==> src/rtl/spike_decoder_pkg.sv <==
// Shared types, default sizes and helpers for the spike rate decoder.
package spike_decoder_pkg;

    typedef enum logic {
        IDLE = 1'b0,
        RUN  = 1'b1
    } state_t;

    localparam int WINDOW_DEFAULT    = 1024;
    localparam int CNT_WIDTH_DEFAULT = 8;
    localparam int ISI_WIDTH_DEFAULT = 16;

    // Increment that sticks at max_val instead of wrapping. Callers pass
    // zero-extended operands and cast the result back to their own width.
    function automatic logic [31:0] sat_inc(input logic [31:0] val,
                                            input logic [31:0] max_val);
        return (val >= max_val) ? max_val : val + 32'd1;
    endfunction

endpackage

==> src/rtl/rate_holdreg.sv <==
// Output holding register for the window result: valid/ready handshake
// with a sticky overrun flag when an unaccepted result is replaced.
module rate_holdreg
    import spike_decoder_pkg::*;
#(
    parameter int CNT_WIDTH = CNT_WIDTH_DEFAULT
) (
    input  logic                 clk,
    input  logic                 rst_n,
    input  logic                 load,
    input  logic [CNT_WIDTH-1:0] load_data,
    input  logic                 rate_ready,
    output logic [CNT_WIDTH-1:0] rate_data,
    output logic                 rate_valid,
    output logic                 overrun
);

    // A new result always wins; it only counts as an overrun when the old
    // one is still waiting and is not being taken on this same edge.
    always_ff @(posedge clk) begin
        if (!rst_n) begin
            rate_data  <= '0;
            rate_valid <= 1'b0;
            overrun    <= 1'b0;
        end else if (load) begin
            rate_data  <= load_data;
            rate_valid <= 1'b1;
            if (rate_valid && !rate_ready) begin
                overrun <= 1'b1;
            end
        end else if (rate_valid && rate_ready) begin
            rate_valid <= 1'b0;
        end
    end

endmodule

==> src/rtl/spike_rate_decoder.sv <==
// Spike rate decoder: counts rising edges of a level spike over a fixed
// window and hands the count out through rate_holdreg.
// Optional inter-spike interval measurement: define SPIKE_DECODER_ISI_EN.
//
// state | meaning
// IDLE  | counters held at zero, edges ignored, waiting for en
// RUN   | window running, edges counted, result issued at window end
module spike_rate_decoder
    import spike_decoder_pkg::*;
#(
    parameter int WINDOW    = WINDOW_DEFAULT,
    parameter int CNT_WIDTH = CNT_WIDTH_DEFAULT,
    parameter int ISI_WIDTH = ISI_WIDTH_DEFAULT
) (
    input  logic                 clk,
    input  logic                 rst_n,
    input  logic                 en,
    input  logic                 spike_in,
    output logic [CNT_WIDTH-1:0] rate_data,
    output logic                 rate_valid,
    input  logic                 rate_ready,
    output logic                 overrun,
    output logic                 busy,
    output logic [ISI_WIDTH-1:0] isi_data,
    output logic                 isi_valid
);

    localparam int              WIN_W    = (WINDOW > 1) ? $clog2(WINDOW) : 1;
    localparam logic [WIN_W-1:0] WIN_LAST = WIN_W'(WINDOW - 1);
    localparam logic [31:0]      CNT_MAX  = 32'((64'd1 << CNT_WIDTH) - 64'd1);

    state_t               state;
    state_t               state_nxt;
    logic                 spike_d;
    logic                 spike_edge;
    logic [WIN_W-1:0]     win_cnt;
    logic [WIN_W-1:0]     win_cnt_nxt;
    logic [CNT_WIDTH-1:0] spike_cnt;
    logic [CNT_WIDTH-1:0] spike_cnt_nxt;
    logic [CNT_WIDTH-1:0] spike_cnt_sat;
    logic                 load;
    logic [CNT_WIDTH-1:0] load_data;

    assign spike_edge    = spike_in & ~spike_d;
    assign spike_cnt_sat = spike_edge ? CNT_WIDTH'(sat_inc(32'(spike_cnt), CNT_MAX))
                                      : spike_cnt;
    assign busy          = (state == RUN);

    // Edge-detect delay runs in every state so the first RUN cycle sees a
    // correct previous level.
    always_ff @(posedge clk) begin
        if (!rst_n) begin
            spike_d <= 1'b0;
        end else begin
            spike_d <= spike_in;
        end
    end

    // State and window counters.
    always_ff @(posedge clk) begin
        if (!rst_n) begin
            state     <= IDLE;
            win_cnt   <= '0;
            spike_cnt <= '0;
        end else begin
            state     <= state_nxt;
            win_cnt   <= win_cnt_nxt;
            spike_cnt <= spike_cnt_nxt;
        end
    end

    // Next state, counter updates and the result load strobe. Counters fall
    // back to zero whenever they are not explicitly advanced.
    always_comb begin
        state_nxt     = state;
        win_cnt_nxt   = '0;
        spike_cnt_nxt = '0;
        load          = 1'b0;
        load_data     = '0;
        case (state)
            IDLE: begin
                if (en) begin
                    state_nxt = RUN;
                end
            end
            RUN: begin
                if (win_cnt == WIN_LAST) begin
                    // Window end still reports even if en just dropped.
                    load      = 1'b1;
                    load_data = spike_cnt_sat;
                    state_nxt = en ? RUN : IDLE;
                end else if (!en) begin
                    state_nxt = IDLE;
                end else begin
                    win_cnt_nxt   = win_cnt + WIN_W'(1);
                    spike_cnt_nxt = spike_cnt_sat;
                end
            end
            default: begin
                state_nxt = IDLE;
            end
        endcase
    end

    rate_holdreg #(
        .CNT_WIDTH (CNT_WIDTH)
    ) u_holdreg (
        .clk        (clk),
        .rst_n      (rst_n),
        .load       (load),
        .load_data  (load_data),
        .rate_ready (rate_ready),
        .rate_data  (rate_data),
        .rate_valid (rate_valid),
        .overrun    (overrun)
    );

`ifdef SPIKE_DECODER_ISI_EN
    localparam logic [31:0] ISI_MAX = 32'((64'd1 << ISI_WIDTH) - 64'd1);

    logic [ISI_WIDTH-1:0] isi_cnt;
    logic                 isi_armed;
    logic [ISI_WIDTH-1:0] isi_cnt_inc;

    assign isi_cnt_inc = ISI_WIDTH'(sat_inc(32'(isi_cnt), ISI_MAX));

    // Interval measurement: the first edge of a RUN period only arms it,
    // later edges report cycles since the previous edge.
    always_ff @(posedge clk) begin
        if (!rst_n) begin
            isi_cnt   <= '0;
            isi_armed <= 1'b0;
            isi_data  <= '0;
            isi_valid <= 1'b0;
        end else begin
            isi_valid <= 1'b0;
            if (state == RUN) begin
                if (spike_edge) begin
                    if (isi_armed) begin
                        isi_data  <= isi_cnt_inc;
                        isi_valid <= 1'b1;
                    end
                    isi_armed <= 1'b1;
                    isi_cnt   <= '0;
                end else begin
                    isi_cnt <= isi_cnt_inc;
                end
                if (state_nxt == IDLE) begin
                    isi_armed <= 1'b0;
                    isi_cnt   <= '0;
                end
            end else begin
                isi_armed <= 1'b0;
                isi_cnt   <= '0;
            end
        end
    end
`else
    assign isi_data  = '0;
    assign isi_valid = 1'b0;
`endif

endmodule
==> config.mk <==
export PLATFORM = sky130hd
export DESIGN_NAME = spike_rate_decoder
export DESIGN_NICKNAME = d
export VERILOG_FILES = /design/src/rtl/spike_decoder_pkg.sv /design/src/rtl/rate_holdreg.sv /design/src/rtl/spike_rate_decoder.sv
export SDC_FILE = /design/constraint.sdc
export NUM_CORES = 1
export LEC_CHECK = 0
export ABC_CLOCK_PERIOD_IN_PS = 2220
export BUFFER_PORTS_ARGS = -buffer_cell sky130_fd_sc_hd__buf_2
export CORE_AREA = 2 2 68 70
export CTS_CLUSTER_DIAMETER = 100
export DETAILED_ROUTE_END_ITERATION = 16
export DIE_AREA = 0 0 70 72
export PLACE_DENSITY = 0.66
export SLEW_MARGIN = 0
export SYNTH_ARGS = -nofsm -noshare
export SYNTH_HDL_FRONTEND = slang
export SYNTH_HIERARCHICAL = 1
export SYNTH_SLANG_ARGS = --single-unit
==> constraint.sdc <==
create_clock -name clk -period 2.22 [get_ports clk]
set_input_delay 0.666 -clock clk [delete_from_list [all_inputs] [get_ports clk]]
set_output_delay 0.666 -clock clk [all_outputs]
set_load 0.01 [all_outputs]
==> run metrics <==
Logic pwr share=3.5%; Finish-stage setup viols=0; net switching power of the design=226 µW; largest net degree at the start of global routing=17; Ys Warns=6; Buffers on Ports=15; Clock Skew=0.00217 ns; all-layer global routing usage=10.8%; vias in the first global route=912; DP Wirelength=1640 µm; critical path class=reg -> reg; syn avg cell area=9.77 µm²; Yosys cell types=36; DR vias/cell=4.44; setup TNS after final layout=0 ns; post_cts resized=0; Clock Tree Root=clkbuf_8; clock tree from TritonCTS=done; Pre-antenna DRT Iters=4; post-CTS setup buffers=0; pre-CTS setup slack=0.379 ns; Gate Count Post-Synth=151; Leak=0.620 nW; GP Congestion=0.747; initial antenna violation count=0; clk_lat worst skew=0.28 ns; die width=70 µm; Max VDD drop=0.312 mV; drt drc=0; Final Net Count=175; drt wl/cell=10.7 µm; Power Dens Cells=641 mW/mm²; Max Cap Violations=0; most frequent cells in the layout=dfxtp_1 (30), nor2_1 (18), conb_1 (17); hold crit path type=reg -> reg; global-route wire length before repair=4210 µm; sw frac=22.0%; First DRT Iteration DRCs=14; Routed WL=2350 µm; Critical Path RT=2.39 ns; ANT nets after route=0; outcome=completed; via count=982; RSZ-0062 raised after global routing=false; Flop pwr share=52.9%; final hold violation count=0; internal power=801 µW; starting density of the core=34.6%; Tmin final=1.83 ns; Final Max Tran Viols=0; share of layout cells above drive strength 1=19.5%; I/O pin cnt=33; Crit. End Element=register; # rows=24; Post-Syn Area=0.00148 mm²; Worst Setup Start Kind=register; Die Y=72 µm; die footprint=0.00504 mm²; H-tree Lvls=2; Clock Tree Buf Depth=2; most common cell after layout, fill and taps aside=dfxtp_1; sequential share of the synthesized area=40.7%; crit path max fanout=10; Core ar.=0.00426 mm²; f_max=0.547 GHz; Worst Path Arrival=2.00 ns; CTS Sinks=30; clock slew at reported path FFs=0.06 ns; Num CTS Buffers=5; post-route setup slack=0.393 ns; Clock power frac=43.6%; Post-CTS Hold Buffers=0; Inserted Diodes=0; final worst path period share=82.3%; area delta synth->final=8.57%; GRT overflow=0; flop and latch count out of synthesis=30
==> path summary, 6_finish.rpt <==
check,start,endpoint,slack [ns],depth (start not counted)
worst max-delay path,win_cnt[0],u_holdreg/rate_data[7],0.39,7
worst min-delay path,win_cnt[0],win_cnt[0],0.46,1
worst max register to register,win_cnt[0],u_holdreg/rate_data[7],0.39,7
worst min register to register,win_cnt[0],win_cnt[0],0.46,1
==> layout make-up <==
type / count / area [µm²]
clock buffer: 7 / 86.3
clock inverter: 1 / 5.00
tap: 52 / 65.1
fill: 448 / 2660
multi-input combinational: 113 / 754
inverter: 2 / 7.51
sequential: 30 / 601
timing repair buffer: 16 / 82.6
==> synth_stat cells <==
master	instances	area, µm²
dfxtp_1	30	601
buf_4	18	135
nor2_1	18	67.6
mux2i_1	11	110
nor2b_1	9	56.3
a21oi_1	8	40.0
xor2_1	7	61.3
and2_1	6	37.5
nand2_1	5	18.8
nand4_1	5	31.3
xnor2_1	4	35.0
buf_6	3	33.8
ha_1	2	25.0
inv_1	2	7.51
nand3_1	2	10.0
a211oi_1	1	7.51
a211oi_2	1	12.5
a21o_1	1	7.51
a22o_1	1	8.76
a31o_4	1	17.5
and2b_2	1	8.76
and3_1	1	6.26
and3_4	1	11.3
and4_1	1	8.76
and4_4	1	11.3
and4b_1	1	10.0
clkbuf_1	1	3.75
conb_1	1	3.75
nand2b_1	1	6.26
nand2b_2	1	8.76
nand3_2	1	10.0
nand3_4	1	17.5
nand4_4	1	21.3
nor2_4	1	11.3
nor3_1	1	5.00
o21a_1	1	7.51
==> layer usage <==
| layer | routed length (µm) | vias to the layer above | part of all wire, % | track usage [%] |
|---|---|---|---|---|
| met4 | 61 | 0 | 2.6 | 7.05 |
| met5 | 0 | - | 0 | 0 |
| met3 | 90 | 4 | 3.8 | 3.33 |
| met1 | 1230 | 442 | 52 | 13.5 |
| met2 | 976 | 30 | 41 | 16.3 |
| li1 | - | 506 | - | - |
==> sequential cells by signal, summed over array words and instances (netlist names) <==
| name | count |
|---|---|
| win_cnt | 10 |
| spike_cnt | 8 |
| u_holdreg/rate_valid | 1 |
| u_holdreg/rate_data | 8 |
| u_holdreg/overrun | 1 |
| busy | 1 |
| spike_d | 1 |
==> worst max-delay path, stage by stage, from the launching register on <==
cell and delay (ns):
dfxtp_1 0.37, ha_1 0.21, nand3_2 0.14, nor2_4 0.19
nand4_4 0.11, inv_1 0.39, mux2i_1 0.25, nor2b_1 0.06
==> stage by stage <==
stage / cell area, µm² / instances / utilization, % / hold WS [ns] / total power, mW
4_1_cts: 1600 / 221 / 37.6 / 0.465 / 1.04
6_report: 1600 / 221 / 37.6 / 0.462 / 1.03
3_5_place_dp: 1510 / 213 / 35.4 / 0.449 / 0.591
3_3_place_gp: 1510 / 213 / 35.4 / 0.442 / 0.591
5_1_grt: 1600 / 221 / 37.6 / 0.494 / 1.07
2_1_floorplan: 1540 / 167 / - / 0.426 / 0.607
==> power groups by stage <==
stage,Clock (mW),Sequential [mW],Combinational [mW]
floorplan,0,0.556,0.0517
detailed placement,0,0.556,0.0351
finish,0.448,0.544,0.0355
global route,0.484,0.544,0.0402
CTS,0.465,0.543,0.0353
global placement,0,0.556,0.0353
==> logic make-up after synthesis <==
kind of cell / count (synthesis) / synth area share [%]
AOI/OAI and AO/OA: 14 / 6.87
DFF: 30 / 40.7
adders and majority gates: 2 / 1.70
and+or+nand+nor: 58 / 24.3
xor gates and xnor gates: 11 / 6.53
buffers and inverters: 24 / 12.2
muxes: 11 / 7.46
other: 1 / 0.254
No activity file was read; power rests on OpenSTA's default activity.
